### config.mk
export PLATFORM = sky130hd
export DESIGN_NAME = video_vram_arbiter
export DESIGN_NICKNAME = d
export VERILOG_FILES = /design/src/rtl/video_arb_pkg.sv /design/src/rtl/video_vram_arbiter.sv
export SDC_FILE = /design/constraint.sdc
export NUM_CORES = 1
export LEC_CHECK = 0
export ABC_CLOCK_PERIOD_IN_PS = 1900
export BUFFER_PORTS_ARGS = -buffer_cell sky130_fd_sc_hd__buf_2
export CORE_AREA = 2 2 105 107
export DETAILED_ROUTE_END_ITERATION = 12
export DIE_AREA = 0 0 107 109
export GPL_TIMING_DRIVEN = 0
export MAX_ROUTING_LAYER = met4
export PLACE_DENSITY = 0.73
export REMOVE_ABC_BUFFERS = 1
export SKIP_CTS_REPAIR_TIMING = 1
export SYNTH_ARGS = -nofsm -noshare
export SYNTH_HDL_FRONTEND = slang
export SYNTH_SLANG_ARGS = --single-unit
### constraint.sdc
create_clock -name i_clock -period 1.9 [get_ports i_clock]
set_input_delay 0.19 -clock i_clock [delete_from_list [all_inputs] [get_ports i_clock]]
set_output_delay 0.19 -clock i_clock [all_outputs]
set_load 0.02 [all_outputs]
### src/rtl/video_arb_pkg.sv
// Shared types and widths for the VRAM arbiter.
// Holds the FSM state, grant owner and bus width constants.
package video_arb_pkg;

  localparam int VRAM_ADDR_W = 32;
  localparam int VRAM_DATA_W = 32;
  localparam int VRAM_MASK_W = VRAM_DATA_W / 8;

  typedef enum bit [1:0] {
    IDLE    = 2'd0,
    GRANT_A = 2'd1,
    GRANT_B = 2'd2
  } state_t;

  typedef enum bit {
    OWNER_A = 1'b0,
    OWNER_B = 1'b1
  } owner_t;

endpackage

### src/rtl/video_vram_arbiter.sv
// VRAM port arbiter: CPU path (A) vs video line fetch (B), B has priority.
// Ports: i_clock/i_reset (sync, active-high); i_pa_* / o_pa_* CPU side;
// i_pb_* / o_pb_* video read side; o_mem_* / i_mem_* downstream VRAM port.
// Define VIDEO_ARB_FAIR_EN to bound A starvation to VIDEO_BURST B grants.
module video_vram_arbiter
  import video_arb_pkg::*;
#(
  parameter int VIDEO_BURST = 16
) (
  input  logic                   i_clock,
  input  logic                   i_reset,
  input  logic                   i_pa_request,
  input  logic                   i_pa_rw,
  input  logic [VRAM_ADDR_W-1:0] i_pa_address,
  input  logic [VRAM_DATA_W-1:0] i_pa_wdata,
  input  logic [VRAM_MASK_W-1:0] i_pa_wmask,
  output logic [VRAM_DATA_W-1:0] o_pa_rdata,
  output logic                   o_pa_ready,
  input  logic                   i_pb_request,
  input  logic [VRAM_ADDR_W-1:0] i_pb_address,
  output logic [VRAM_DATA_W-1:0] o_pb_rdata,
  output logic                   o_pb_ready,
  output logic                   o_mem_request,
  output logic                   o_mem_rw,
  output logic [VRAM_ADDR_W-1:0] o_mem_address,
  output logic [VRAM_DATA_W-1:0] o_mem_wdata,
  output logic [VRAM_MASK_W-1:0] o_mem_wmask,
  input  logic [VRAM_DATA_W-1:0] i_mem_rdata,
  input  logic                   i_mem_ready
);

  if (VIDEO_BURST < 1) begin : g_burst_chk
    $error("VIDEO_BURST must be at least 1");
  end

  state_t state;
  state_t state_next;
  owner_t owner;
  logic   grant;
  logic   force_a;

`ifdef VIDEO_ARB_FAIR_EN
  localparam int CNT_W = $clog2(VIDEO_BURST + 1);
  localparam logic [CNT_W-1:0] CNT_MAX = CNT_W'(VIDEO_BURST);

  logic [CNT_W-1:0] fair_cnt;

  // A wins a contested slot once B has had its full burst.
  assign force_a = (fair_cnt == CNT_MAX)
                 & i_pa_request & i_pb_request;
`else
  assign force_a = 1'b0;
`endif

  always_comb begin
    state_next = state;
    grant      = 1'b0;
    owner      = OWNER_A;
    unique case (state)
      IDLE: begin
        if (i_pb_request && !force_a) begin
          grant      = 1'b1;
          owner      = OWNER_B;
          state_next = GRANT_B;
        end else if (i_pa_request) begin
          grant      = 1'b1;
          owner      = OWNER_A;
          state_next = GRANT_A;
        end
      end
      GRANT_A, GRANT_B: begin
        if (i_mem_ready) state_next = IDLE;
      end
      default: state_next = IDLE;
    endcase
  end

  always_ff @(posedge i_clock) begin
    if (i_reset) begin
      state         <= IDLE;
      o_mem_request <= 1'b0;
      o_mem_rw      <= 1'b0;
      o_mem_address <= '0;
      o_mem_wdata   <= '0;
      o_mem_wmask   <= '0;
`ifdef VIDEO_ARB_FAIR_EN
      fair_cnt      <= '0;
`endif
    end else begin
      state <= state_next;
      if (grant) begin
        o_mem_request <= 1'b1;
        if (owner == OWNER_B) begin
          o_mem_rw      <= 1'b0;
          o_mem_address <= i_pb_address;
          o_mem_wmask   <= '0;
        end else begin
          o_mem_rw      <= i_pa_rw;
          o_mem_address <= i_pa_address;
          o_mem_wdata   <= i_pa_wdata;
          o_mem_wmask   <= i_pa_wmask;
        end
      end else if (state != IDLE && i_mem_ready) begin
        o_mem_request <= 1'b0;
      end
`ifdef VIDEO_ARB_FAIR_EN
      // Count only B grants that actually made A wait.
      if (grant) begin
        if (owner == OWNER_A || !i_pa_request) begin
          fair_cnt <= '0;
        end else if (fair_cnt != CNT_MAX) begin
          fair_cnt <= fair_cnt + 1'b1;
        end
      end
`endif
    end
  end

  // Ready is suppressed under reset so an aborted beat never completes.
  assign o_pa_ready = (state == GRANT_A) & i_mem_ready & ~i_reset;
  assign o_pb_ready = (state == GRANT_B) & i_mem_ready & ~i_reset;

  assign o_pa_rdata = i_mem_rdata;
  assign o_pb_rdata = i_mem_rdata;

endmodule
==> out/metrics.cfg, run 1 <==
[run_status]
status=complete, but fails checks
failed_checks=setup timing

[global_routing]
grt_use_total_pct=21.1
grt_overflow=0
grt_pass1_vias=2670
grt_max_degree=45
grt_first_pass_wirelength_um=16900
antenna_found_initial=0

[die]
coreArea_mm2=0.0106
die_height_um=109
die-area_mm2=0.0117
initial_utilization_pct=31.9
dieWidth_um=107
io_pins=274
rows=38

[timing]
tightest_slew_ns=1.02
drv_slew=0
rsz0062_at_grt=true
fin_crit_ns=1.91
hold_viol_final=0
period_share_pct=100
setup_slack_ns=-0.00776
fin_skew_ns=0.00525
finalSetupTns_ns=-0.00776
relSlewSlack_pct=32.0
setup_viol=1
fmax_ghz=0.524

[critical_path]
cpPeakStageDelay_ns=0.63
worst_path_max_delay_cell=and2_2
reg2reg_depth=5
required_ns=2.17
start_kind=flip-flop
reg2reg_from=state[1]
critical_path.top_delay_family=simple AND/OR/NAND/NOR gates
r2r_slack_ns=-0.008
endpoint=o_mem_address[16]
cp_max_fo=33
r2r_end=o_mem_address[16]
critical_path_class=reg -> reg
startpoint=state[1]
critPathArrivalTime_ns=2.18
cp-end-kind=flip-flop
path_depth=5
critPathBufInv=1
path_cells=inv_1 -> ha_1 -> and2_2 -> o22ai_1 -> o2bb2ai_2

[clocking]
numCtsBuffers=9
clock_latency_ns=0.34
cts.clk_slew.worst_paths_ns=0.07
cts_root_buffer=clkbuf_8
cts.sinks=72
ctsLongestPathBuffers=2
tritoncts=yes
h-tree-depth=3

[finish]
fin_nets=599
final_util_pct=37.9
seqCellArea_mm2=0.00144
multiInputGateArea_mm2=0.00131
n_fill_cell=1094
n_antenna_cell=0
layout-drive-gt1-share_pct=49.6
areaGrowthSynthToFinish_pct=18.7

[yosys]
yosysWarnings=0
muxShareOfSynthArea_pct=0
synth-compound-area-share_pct=27.2
ys_seq_area_share_pct=42.6
synthTopCellsByArea=dfxtp_1 (43%), buf_4 (16%), o2bb2ai_2 (13%), nand2_1 (7.3%), o22ai_1 (5.9%)
synth_top_family_by_area=compound AO/OA/AOI/OAI gates
synth_area_mm2=0.00338
ys_seq_elements=72
synthArstFlopShare_pct=0
yosysTopAreaCell=dfxtp_1
ys.flop_type=dfxtp_1
synth-xor-area-share_pct=0
synth_most_common_cell=dfxtp_1
synth-adder-area-share_pct=1.11
synth_cell_types=27
synth_enable_flop_cells=0
yosys.area_share.simple_pct=9.80
syn_inst=357
synth_common_cells=dfxtp_1 (72), buf_4 (70), nand2_1 (66)
yosysTopAreaCellShare_pct=42.6
syn_avg_cell_area_um2=9.48

[power_and_ir_drop]
switching_power_uw=1150
leakagePower_uw=0.00184
power_frac_comb_pct=22.9
ir_drop_mv=0.415
switching_share_pct=30.9
seqPwrFrac_pct=46.5
power.density_mw_per_mm2=924
p_clk_share_pct=30.6
p_int_uw=2570

[drt]
drc=0
ant_nets=0
drt_wl_total_um=12700
routedWlPerCell_um=21.2
firstDrtPassIters=6
drt_iter0_markers=134
vias=2899
via_per_inst=4.83

[placement]
port_buffers=177
hpwl_um=9890
routabilityCongestion=0.822

[job]
drv_cap=0

[min_path]
hold_path_class=in -> reg

-- power by group through the flow --
| stage | registers, uW | logic [uW] | clock network (uW) |
|---|---|---|---|
| 3_5_place_dp | 1760 | 834 | 0 |
| 2_1_floorplan | 1920 | 337 | 0 |
| 4_1_cts | 1730 | 834 | 1180 |
| 6_report | 1730 | 850 | 1130 |
| 5_1_grt | 1740 | 913 | 1240 |
| 3_3_place_gp | 1750 | 817 | 0 |
-- layout by cell type, fill, tap and decap left out, types with 3 or more instances in the layout --
cell type / netlist / final
a21oi_1: 35 / 35
a22oi_1: 5 / 5
buf_2: 6 / 177
clkbuf_8: 0 / 13
dfxtp_1: 72 / 72
ha_1: 3 / 3
inv_1: 4 / 4
nand2_1: 66 / 66
nor2_1: 5 / 5
o22ai_1: 32 / 32
o2bb2ai_2: 30 / 30
-- routing by layer --
layer / GRT usage, % / up-vias / routed length [um]
met4: 17.7 / 0 / 894
li1: - / 1369 / -
met1: 16.2 / 1301 / 3590
met5: - / - / 0
met3: 16.3 / 37 / 2270
met2: 32.6 / 192 / 5960
-- worst reg2reg max path, delay by kind of cell, from the launching register on --
kind / cells / cell delay [ns]
and+or+nand+nor: 1 / 0.63
DFF: 1 / 0.32
AOI/OAI and AO/OA: 2 / 0.44
buffers and inverters: 1 / 0.11
adders and majority gates: 1 / 0.35
-- through the flow --
stage | cell area [um^2] | hold WS, ns | cells | setup WS [ns] | power (uW)
after floorplan | 2750 | 0.259 | 267 | -0.267 | 2250
after global placement | 3810 | 0.380 | 584 | -0.644 | 2570
after detailed placement | 3810 | 0.380 | 584 | -0.352 | 2590
after CTS | 3990 | 0.0620 | 597 | -0.353 | 3740
after global routing | 4020 | 0.0638 | 600 | -0.131 | 3900
final | 4020 | 0.0837 | 600 | -0.00776 | 3710
-- flip-flops by register name, summed over array words and instances, names as in the netlist --
signal and flops:
state 2, o_mem_request 1, o_mem_rw 1, o_mem_address 32
o_mem_wdata 32, o_mem_wmask 4
-- how the worst min path moves through the flow --
stage,startpoint,endpoint,slack (ns),cells past startpoint
finish,i_pa_wdata[18],o_mem_wdata[18],0.08,3
global route,i_pa_wdata[29],o_mem_wdata[29],0.06,3
CTS,i_pa_wdata[28],o_mem_wdata[28],0.06,3
detailed placement,i_mem_rdata[14],o_pa_rdata[14],0.38,0
global placement,i_mem_rdata[14],o_pa_rdata[14],0.38,0
floorplan,i_reset,o_mem_request,0.26,1
-- logic make-up (layout without fill, tap and decap cells) --
kind of cell / after synthesis / count (layout)
compound gates: 108 / 108
buf+inv: 94 / 196
simple gates: 80 / 81
flops: 72 / 72
fa+ha+maj: 3 / 3
-- layout make-up --
cell class                 count  area share, %
sequential                    72           35.9
inverter                       4          0.374
tap                          140           4.36
multi-input combinational    192           32.5
timing repair buffer         179           22.4
clock buffer                  13           4.45
Power figures use the tool's default switching activity.
==> run 2: changes to the inputs <==
TNS_END_PERCENT = 20   (was not set)
==> run 2 against run 1 <==
Compared with the run above:
- the run now ends clean
- combinational power about the same
- design area decreased by 0.12%
- fmax increased by 5.0%
- core utilization about the same
- critical path depth unchanged
- sequential power about the same
- cell count decreased by 0.17%
- register-to-register slack improved by 0.09 ns
- worst hold slack about the same
- critical endpoint unchanged
==> out/metrics.cfg, run 2 (synthesized netlist as in run 1, its figures left out) <==
[drt]
via_per_inst=4.83
vias=2895
drt_wl_total_um=12700
firstDrtPassIters=4
routedWlPerCell_um=21.2
drt_iter0_markers=136
ant_nets=0
drc=0

[clocking]
cts_root_buffer=clkbuf_8
cts.clk_slew.worst_paths_ns=0.07
tritoncts=yes
ctsLongestPathBuffers=2
numCtsBuffers=9
clock_latency_ns=0.34
cts.sinks=72
h-tree-depth=3

[critical_path]
start_kind=flip-flop
critPathArrivalTime_ns=2.09
worst_path_max_delay_cell=and2_2
path_cells=inv_1 -> ha_2 -> and2_2 -> o22ai_1 -> o2bb2ai_2
reg2reg_from=state[1]
critical_path_class=reg -> reg
startpoint=state[1]
cpPeakStageDelay_ns=0.59
cp_max_fo=33
r2r_slack_ns=0.08
required_ns=2.17
cp-end-kind=flip-flop
endpoint=o_mem_address[16]
reg2reg_depth=5
r2r_end=o_mem_address[16]

[global_routing]
grt_use_total_pct=21.1
grt_first_pass_wirelength_um=16900
antenna_found_initial=0
grt_max_degree=45
grt_pass1_vias=2670
grt_use_met2_pct=32.6
met3_usage_pct=16.3
gr-usage-met1_pct=16.2
gr-max-usage-layer=met2
grt_overflow=0

[finish]
layout_common_cells=buf_2 (177), dfxtp_1 (72), nand2_1 (66)
areaGrowthSynthToFinish_pct=18.5
fin_nets=598
mostFrequentLayoutCell=buf_2
fin_area_mm2=0.00401
n_antenna_cell=0
layout-drive-gt1-share_pct=49.7
top_regs=o_mem_address (32), o_mem_wdata (32), o_mem_wmask (4)
fin_cells=599

[timing]
fmax_ghz=0.551
period_share_pct=95.6
setup_viol=0
tightest_slew_ns=1.02
hold_slack_ns=0.0841
finalSetupTns_ns=0
drv_slew=0
relSlewSlack_pct=32.1
hold_viol_final=0
rsz0062_at_grt=true
fin_skew_ns=0.00632
fin_crit_ns=1.82

[power_and_ir_drop]
ir_drop_mv=0.416
total_power_uw=3710
power.density_mw_per_mm2=926
leakagePower_uw=0.00183

[die]
die_height_um=109
dieWidth_um=107
io_pins=274
die-area_mm2=0.0117
initial_utilization_pct=31.9
rows=38
coreArea_mm2=0.0106

[placement]
dp.cells=584
port_buffers=177
hpwl_um=9890
routabilityCongestion=0.822
placed_cell_area_mm2=0.00381

[run_status]
status=completed

[min_path]
hold_path_class=in -> reg

[job]
drv_cap=0

## run 2: stage by stage
| stage | setup slack (ns) | utilization (%) |
|---|---|---|
| after floorplan | -0.267 | - |
| after global placement | -0.644 | 35.9 |
| after detailed placement | -0.352 | 35.9 |
| after CTS | -0.353 | 37.6 |
| after global routing | -0.0338 | 37.8 |
| final | 0.0835 | 37.8 |
## run 2: power by group
part	switching (uW)	internal [uW]
clock	540	597
combinational	526	323
sequential	82.7	1640
total	1150	2560
## run 2: routing by layer
metal  routed length [um]  share of wire, %
met4                  894               7.1
met1                 3530                28
met2                 5980                47
met5                    0                 0
met3                 2270                18
## run 2: area by class of cell
type | instances | area, um^2
fillers | 1096 | 6590
flip-flops and latches | 72 | 1440
multi-input cells | 192 | 1310
repair buffers | 178 | 893
clock buffers | 13 | 179
well taps | 140 | 175
inverters | 4 | 15.0
## run 2: worst max-delay path, delay by kind of cell, from the launching register on
kind                       cells  cell delay [ns]
AOI/OAI and AO/OA              2             0.42
adders and majority gates      1             0.29
buffers and inverters          1             0.11
DFF                            1             0.32
and+or+nand+nor                1             0.59
## run 2: how the worst min path moves through the flow
stage / from / end / slack (ns) / depth (start not counted)
after CTS: i_pa_wdata[28] / o_mem_wdata[28] / 0.06 / 3
after detailed placement: i_mem_rdata[14] / o_pa_rdata[14] / 0.38 / 0
after global routing: i_pa_wdata[29] / o_mem_wdata[29] / 0.06 / 3
final: i_pa_wdata[24] / o_mem_wdata[24] / 0.08 / 3
after global placement: i_mem_rdata[14] / o_pa_rdata[14] / 0.38 / 0
after floorplan: i_reset / o_mem_request / 0.26 / 1
==> run 3: changes to the inputs <==
ABC_AREA = 1   (was not set)
CORE_AREA = 2 2 107 109   (was 2 2 105 107)
DIE_AREA = 0 0 109 111   (was 0 0 107 109)
==> run 3 against run 2 <==
Compared with the run above:
- combinational power increased by 11%
- routed wire length shrank 6.0%
- worst hold slack gained 0.021 ns
- worst setup slack improved by 0.15 ns
- via count grew 21%
- power increased by 21%
- critical endpoint is now o_mem_wmask[2]
==> out/metrics.cfg, run 3 <==
[global_routing]
gr-max-usage-layer=met2
grt_max_degree=65
grt_use_met2_pct=22.3
grt_pass1_vias=3003
grt_overflow=0
met3_usage_pct=12.8
grt_first_pass_wirelength_um=15900
gr-usage-met1_pct=22.2
antenna_found_initial=0
grt_use_total_pct=17.9

[power_and_ir_drop]
ir_drop_mv=0.367
power.density_mw_per_mm2=994
seqPwrFrac_pct=37.8
switching_share_pct=28.6
power_frac_comb_pct=20.9
switching_power_uw=1290
p_int_uw=3220
leakagePower_uw=0.00250
p_clk_share_pct=41.3

[placement]
port_buffers=177
placed_cell_area_mm2=0.00405
hpwl_um=7900
dp.cells=757
routabilityCongestion=0.715
place_ws_ns=-0.653

[clocking]
h-tree-depth=3
clock_latency_ns=0.33
cts.clk_slew.worst_paths_ns=0.06
tritoncts=yes
cts.sinks=72
ctsLongestPathBuffers=2
numCtsBuffers=9
cts_root_buffer=clkbuf_16

[yosys]
synth_most_common_cell=nand2_1
syn_inst=528
ys_seq_area_share_pct=40.0
yosysTopAreaCell=dfxtp_1
synthArstFlopShare_pct=0
ys.flop_type=dfxtp_1
syn_avg_cell_area_um2=6.82
yosysTopAreaCellShare_pct=40.0
synthTopCellsByArea=dfxtp_1 (40%), nand2_1 (15%), buf_4 (14%), o21ai_0 (9.2%), inv_1 (7.2%)
synth_cell_types=16
synth_area_mm2=0.00360
synth_common_cells=nand2_1 (147), dfxtp_1 (72), inv_1 (69)
synth_enable_flop_cells=0
ys_seq_elements=72
yosysWarnings=0

[critical_path]
cp-end-kind=flip-flop
cp_max_fo=38
critical_path_class=reg -> reg
required_ns=2.15
critPathArrivalTime_ns=1.91
start_kind=flip-flop

[timing]
setup_viol=0
rsz0062_at_grt=false
hold_viol_final=0
fin_skew_ns=0.00477
relSlewSlack_pct=39.1
fmax_ghz=0.601
setup_slack_ns=0.235
tightest_slew_ns=0.910
period_share_pct=87.6
drv_slew=0
fin_crit_ns=1.67

[drt]
ant_nets=0
drt_wl_total_um=11900
drc=0
drt_iter0_markers=252
vias=3500
routedWlPerCell_um=15.3
via_per_inst=4.48
firstDrtPassIters=5

[die]
die_height_um=111
rows=39
initial_utilization_pct=32.5
coreArea_mm2=0.0111
dieWidth_um=109
die-area_mm2=0.0121
io_pins=274

[finish]
fin_nets=774
n_antenna_cell=0
mostFrequentLayoutCell=buf_2
top_regs=o_mem_address (32), o_mem_wdata (32), o_mem_wmask (4)
fin_cells=781
layout_common_cells=buf_2 (177), nand2_1 (146), dfxtp_1 (72)
final_util_pct=40.9
layout-drive-gt1-share_pct=32.3
fin_area_mm2=0.00453
areaGrowthSynthToFinish_pct=25.9

[min_path]
hold_path_class=in -> reg

[run_status]
status=completed

[job]
drv_cap=0

-- run 3: stage by stage --
| stage | power [uW] | hold slack (ns) | setup TNS (ns) |
|---|---|---|---|
| finish | 4500 | 0.105 | 0 |
| floorplan | 2220 | 0.259 | 0 |
| global route | 4750 | 0.105 | 0 |
| CTS | 4450 | 0.0953 | -27.96 |
| global placement | 2560 | 0.380 | -30.17 |
| detailed placement | 2570 | 0.380 | -30.31 |
-- run 3: cell families after synthesis --
group | Yosys count | share of synthesized area (%)
AND/OR/NAND/NOR | 185 | 19.7
flip-flops | 72 | 40.0
buffers and inverters | 162 | 24.5
AO/OA/AOI/OAI | 106 | 14.7
adder cells (fa/ha/maj) | 3 | 1.04
-- run 3: path summary, 6_finish.rpt --
check / endpoint / start / depth (start not counted) / slack [ns]
setup / recovery: o_mem_wmask[2] / state[0] / 6 / 0.23
hold / removal: o_mem_wdata[0] / i_pa_wdata[0] / 3 / 0.11
setup reg to reg: o_mem_wmask[2] / state[0] / 6 / 0.23
hold reg to reg: o_mem_wdata[5] / o_mem_wdata[5] / 2 / 0.46
-- run 3: final cells by class --
class | instances | area [um^2]
fill | 1206 | 6550
sequential | 72 | 1440
multi-input combinational | 298 | 1340
timing repair buffer | 181 | 966
inverter | 71 | 274
clock buffer | 12 | 256
tap | 143 | 179
clock inverter | 4 | 76.3
-- run 3: routing by layer --
metal | share of wire, % | up-vias | routed length (um)
met3 | 16 | 11 | 1860
met1 | 44 | 1504 | 5260
met4 | 1.2 | 0 | 144
li1 | - | 1760 | -
met2 | 39 | 225 | 4660
met5 | 0 | - | 0
-- run 3: worst max-delay path, stage by stage (launching register included) --
cell and delay [ns]:
dfxtp_1 0.32, inv_1 0.08, ha_2 0.34, nand3_4 0.29, inv_8 0.31, nand2_1 0.08
a21oi_1 0.15
-- run 3: power by group through the flow --
stage	combinational, uW	sequential, uW	clock [uW]
after floorplan	333	1890	0
after global placement	837	1730	0
after detailed placement	839	1730	0
after CTS	840	1700	1900
after global routing	1050	1720	1980
final	941	1700	1860
